`config.mk`:
```
export PLATFORM = sky130hd
export DESIGN_NAME = alu_command_sequencer
export DESIGN_NICKNAME = d
export VERILOG_FILES = /design/src/rtl/alu_command_sequencer.sv
export SDC_FILE = /design/constraint.sdc
export NUM_CORES = 1
export LEC_CHECK = 0
export BUFFER_PORTS_ARGS = -buffer_cell sky130_fd_sc_hd__buf_2
export CORE_AREA = 3 3 106 108
export CTS_BUF_LIST = sky130_fd_sc_hd__clkbuf_16
export CTS_CLUSTER_DIAMETER = 60
export DETAILED_ROUTE_END_ITERATION = 10
export DIE_AREA = 0 0 109 111
export GPL_ROUTABILITY_DRIVEN = 0
export GPL_TIMING_DRIVEN = 0
export PLACE_DENSITY = 0.84
export SYNTH_ARGS = -nofsm -noshare
export SYNTH_HDL_FRONTEND = slang
export SYNTH_SLANG_ARGS = --single-unit
export TNS_END_PERCENT = 100
```
`constraint.sdc`:
```
create_clock -name Clk -period 5.4 [get_ports Clk]
set_input_delay 0.54 -clock Clk [delete_from_list [all_inputs] [get_ports Clk]]
set_output_delay 0.54 -clock Clk [all_outputs]
set_load 0.02 [all_outputs]
```
`src/rtl/alu_command_sequencer.sv`:
```
// rtl/alu_command_sequencer.sv - command FIFO and issue/capture sequencer for the accumulator ALU
`timescale 1ns/1ps
module alu_command_sequencer #(
    parameter int DEPTH         = 4,
    parameter bit HALT_ON_ERROR = 1'b1,
    localparam int AW           = $clog2(DEPTH),
    localparam int CW           = $clog2(DEPTH) + 1
) (
    input  logic          Clk,
    input  logic          Rst,
    input  logic          CmdValid,
    output logic          CmdReady,
    input  logic [3:0]    CmdOpCode,
    input  logic [15:0]   CmdOperand,
    output logic          RspValid,
    input  logic          RspReady,
    output logic [3:0]    RspOpCode,
    output logic [31:0]   RspResult,
    output logic [1:0]    RspError,
    output logic          Halted,
    input  logic          ClearHalt,
    output logic [CW-1:0] Count,
    output logic [3:0]    AluOpCode,
    output logic [15:0]   AluInputA,
    input  logic [31:0]   AluResult,
    input  logic [1:0]    AluError
);

    localparam logic [3:0] OP_NOP   = 4'h0;
    localparam logic [3:0] OP_UNSUP = 4'h3;

    typedef enum logic [2:0] {
        S_IDLE,
        S_ISSUE,
        S_CAPTURE,
        S_RESP,
        S_HALT
    } state_t;

    state_t        r_state;
    logic [19:0]   r_mem [DEPTH];
    logic [AW-1:0] r_wr_ptr;
    logic [AW-1:0] r_rd_ptr;
    logic [CW-1:0] r_count;
    logic [3:0]    r_cmd_op;
    logic [3:0]    r_alu_op;
    logic [15:0]   r_alu_a;
    logic [3:0]    r_rsp_op;
    logic [31:0]   r_rsp_result;
    logic [1:0]    r_rsp_error;
    logic          r_rsp_valid;
    logic          r_halted;

    logic          w_full;
    logic          w_empty;
    logic          w_push;
    logic          w_pop;
    logic [3:0]    w_head_op;
    logic [15:0]   w_head_operand;

    // Ready depends only on occupancy, so a same-cycle pop never lets a push into a full FIFO.
    assign w_full         = (r_count == CW'(DEPTH));
    assign w_empty        = (r_count == '0);
    assign w_push         = CmdValid && !w_full;
    assign w_pop          = (r_state == S_IDLE) && !w_empty;
    assign w_head_op      = r_mem[r_rd_ptr][19:16];
    assign w_head_operand = r_mem[r_rd_ptr][15:0];

    always_ff @(posedge Clk) begin
        if (w_push) begin
            r_mem[r_wr_ptr] <= {CmdOpCode, CmdOperand};
        end
    end

    always_ff @(posedge Clk or posedge Rst) begin
        if (Rst) begin
            r_wr_ptr <= '0;
            r_rd_ptr <= '0;
            r_count  <= '0;
        end else begin
            if (w_push) begin
                r_wr_ptr <= r_wr_ptr + 1'b1;
            end
            if (w_pop) begin
                r_rd_ptr <= r_rd_ptr + 1'b1;
            end
            if (w_push && !w_pop) begin
                r_count <= r_count + 1'b1;
            end else if (!w_push && w_pop) begin
                r_count <= r_count - 1'b1;
            end
        end
    end

    always_ff @(posedge Clk or posedge Rst) begin
        if (Rst) begin
            r_state      <= S_IDLE;
            r_cmd_op     <= OP_NOP;
            r_alu_op     <= OP_NOP;
            r_alu_a      <= '0;
            r_rsp_op     <= OP_NOP;
            r_rsp_result <= '0;
            r_rsp_error  <= 2'b00;
            r_rsp_valid  <= 1'b0;
            r_halted     <= 1'b0;
        end else begin
            case (r_state)
                S_IDLE: begin
                    if (!w_empty) begin
                        r_cmd_op <= w_head_op;
                        // The unsupported opcode is swallowed here so the accumulator never sees it.
                        r_alu_op <= (w_head_op == OP_UNSUP) ? OP_NOP : w_head_op;
                        r_alu_a  <= w_head_operand;
                        r_state  <= S_ISSUE;
                    end
                end
                S_ISSUE: begin
                    r_rsp_error <= (r_cmd_op == OP_UNSUP) ? 2'b11 : AluError;
                    r_rsp_op    <= r_cmd_op;
                    r_alu_op    <= OP_NOP;
                    r_state     <= S_CAPTURE;
                end
                S_CAPTURE: begin
                    r_rsp_result <= AluResult;
                    r_rsp_valid  <= 1'b1;
                    r_state      <= S_RESP;
                end
                S_RESP: begin
                    if (RspReady) begin
                        r_rsp_valid <= 1'b0;
                        if (HALT_ON_ERROR && (r_rsp_error != 2'b00)) begin
                            r_halted <= 1'b1;
                            r_state  <= S_HALT;
                        end else begin
                            r_state <= S_IDLE;
                        end
                    end
                end
                S_HALT: begin
                    if (ClearHalt) begin
                        r_halted <= 1'b0;
                        r_state  <= S_IDLE;
                    end
                end
                default: begin
                    r_alu_op <= OP_NOP;
                    r_state  <= S_IDLE;
                end
            endcase
        end
    end

    assign CmdReady  = !w_full;
    assign Count     = r_count;
    assign AluOpCode = r_alu_op;
    assign AluInputA = r_alu_a;
    assign RspValid  = r_rsp_valid;
    assign RspOpCode = r_rsp_op;
    assign RspResult = r_rsp_result;
    assign RspError  = r_rsp_error;
    assign Halted    = r_halted;

endmodule
```
==> results.yml <==
timing:
  hold_viol: 0
  maxSlewViolCount: 0
  fin_setup_tns_ns: 0
  setup_viol: 0
  rsz0062_at_grt: "false"
  fmax_mhz: 420
  min_period_ns: 2.38
  worst_pin_slew_ns: 1.08
  finClkSkew_ns: 0.00609
  fin_crit_sh_pct: 44.1
  slew_headroom_pct: 27.9
clock_network:
  ctsRootBufferMaster: "clkbuf_16"
  cts_setup_buffers: 0
  cts.sinks: 154
  clockBufferDepth: 2
  cts_max_level: 4
  cts-resized-gates: 0
  tritoncts: "done"
  cts_buffers: 17
  clkLatencyLatePin_ns: 0.40
  cts_hold_buf: 1
  cts.reportedPaths.clkPinSlew_ns: 0.07
drt:
  post-route-drc-count: 0
  via_per_inst: 5.37
  drtAntennaViolNets: 0
  drtPass1Iterations: 4
  drt-total-wl_um: 11200
  drtIter0Drc: 125
  wl_per_cell_um: 18.5
  vias: 3256
synthesis:
  yosys-top-cells-area: "edfxtp_1, dfrtp_1, mux2_2, mux4_2, mux4_1"
  yosysWarnings: 0
  yosys-top-cells-count: "edfxtp_1, dfrtp_1, mux2_2, mux2_4, mux4_2"
  synth.largest_area_cell: "edfxtp_1"
  async_reset_ff_share_pct: 48.1
  yosysMostFrequentCell: "edfxtp_1"
  synth_area_mm2: 0.00610
  synth_top_area_share_pct: 39.4
  yosysUniqueCellTypes: 48
  synth_ff_type: "edfxtp_1"
  synthesis.nets: 379
  synth-seq-area-share_pct: 69.7
  synth_edf_count: 80
  synth-seq-cells: 154
  netlist_instances: 314
  avgSynthCellArea_um2: 19.4
floorplanning:
  core_area_mm2: 0.0103
  die_height_um: 111
  rows: 37
  die_area_mm2: 0.0121
  ios: 123
  start_util_pct: 59.1
  die_w_um: 109
worst_setup_path:
  path_max_fanout: 10
  critPathKind: "register to register"
  worstSetupStartpointType: "register"
  cp.arrival_ns: 2.72
  worstPathRequired_ns: 5.73
  end_kind: "register"
global_route:
  grt_pass1_vias: 3541
  gr-total-overflow: 0
  antenna_found_initial: 0
  grt_pass1_wl_um: 18100
  grt_use_total_pct: 19.6
  grt_max_degree: 74
cells_and_area:
  area_growth_pct: 23.4
  nNetsFinal: 522
  insertedDiodeCount: 0
  drive_gt1_share_pct: 51.1
run:
  cap_violations: 0
place:
  io_buffers: 122
  dpl.hpwl_um: 7500
run_status:
  outcome: "completed"
hold_path:
  hp-class: "input pin to register"
power:
  ir_worst_vdd_uv: 297
  p_leak_nw: 3.18
  totalPowerFinal_w: 0.00488
  p_per_area_mw_per_mm2: 648
[path summary, 6_finish.rpt]
| path | slack [ns] | endpoint | from | depth (start not counted) |
|---|---|---|---|---|
| max | 3.02 | Count[2] | Count[2] | 10 |
| min | 0.34 | r_mem[3][5] | CmdOperand[5] | 1 |
| max reg2reg | 3.02 | Count[2] | Count[2] | 10 |
| min reg2reg | 0.49 | RspValid | RspValid | 1 |
| max in group asynchronous | 4.31 | AluInputA[8] | Rst | 4 |
| min in group asynchronous | 0.57 | RspResult[10] | Rst | 3 |
[layout by cell type (no fill, tap or decap), types with 5 or more instances in the layout]
cell type and count:
mux2_4 15, mux4_2 11, buf_2 124, mux2_2 39
nand2_1 5, inv_1 5, ha_1 5, edfxtp_1 80
clkbuf_16 17, dfrtp_1 74, inv_6 5, mux4_1 9
buf_6 6
[per-layer routing]
layer | part of all wire, % | global-route usage (%) | wire length (um) | up-vias
met1 | 40 | 25.0 | 4520 | 1620
met3 | 8.6 | 6.64 | 962 | 11
li1 | - | - | - | 1502
met4 | 0.97 | 5.13 | 109 | 0
met5 | 0 | 0 | 0 | -
met2 | 50 | 32.2 | 5640 | 123
[layout make-up]
| type | count | area [um2] |
|---|---|---|
| sequential | 154 | 4250 |
| fill | 642 | 2800 |
| multi-input combinational | 140 | 1680 |
| timing repair buffer | 124 | 648 |
| clock buffer | 17 | 425 |
| clock inverter | 15 | 183 |
| tap | 136 | 170 |
| buffer | 13 | 136 |
| inverter | 7 | 28.8 |
[cells by family (layout without fill, tap and decap cells)]
| family | count (synthesis) | after routing | synth area share [%] |
|---|---|---|---|
| simple gates | 31 | 31 | 3.47 |
| compound gates | 20 | 20 | 2.56 |
| mux | 77 | 77 | 19.3 |
| xor+xnor | 6 | 6 | 0.862 |
| flops | 154 | 154 | 69.7 |
| buf+inv | 20 | 176 | 2.67 |
| fa+ha+maj | 6 | 6 | 1.35 |
[metrics by stage]
step / cells / util (%) / cell area, um2 / hold WS (ns) / worst slack, ns
final: 606 / 72.9 / 7530 / 0.343 / 3.02
after floorplan: 314 / - / 6100 / 0.456 / 2.98
after global routing: 606 / 72.9 / 7530 / 0.334 / 2.79
after detailed placement: 573 / 66.9 / 6910 / 0.409 / 3.03
after CTS: 606 / 72.9 / 7530 / 0.329 / 3.00
after global placement: 572 / 66.6 / 6880 / 0.456 / 2.11
[state kept, by name, summed over array words and instances, names as in the netlist]
signal,cells
r_mem,80
RspResult,32
AluInputA,16
AluOpCode,4
RspOpCode,4
r_cmd_op,4
Count,3
r_state,3
RspError,2
r_rd_ptr,2
r_wr_ptr,2
Halted,1
RspValid,1
[worst max-delay path, stage by stage (launching register included)]
cell,delay [ns]
dfrtp_1,0.46
or3_1,0.42
buf_6,0.15
nand2_4,0.11
buf_12,0.15
ha_1,0.18
inv_1,0.06
fa_1,0.37
xor2_1,0.15
nor2_1,0.11
xor2_1,0.15
[power breakdown]
part,leakage (nW),internal (W),switching [W]
sequential,1.61,0.00166,0.000208
combinational,1.27,0.000863,0.000942
clock,0.294,0.000702,0.000506
total,3.18,0.00323,0.00166
Note: power is estimated with default switching activity, not from simulation.
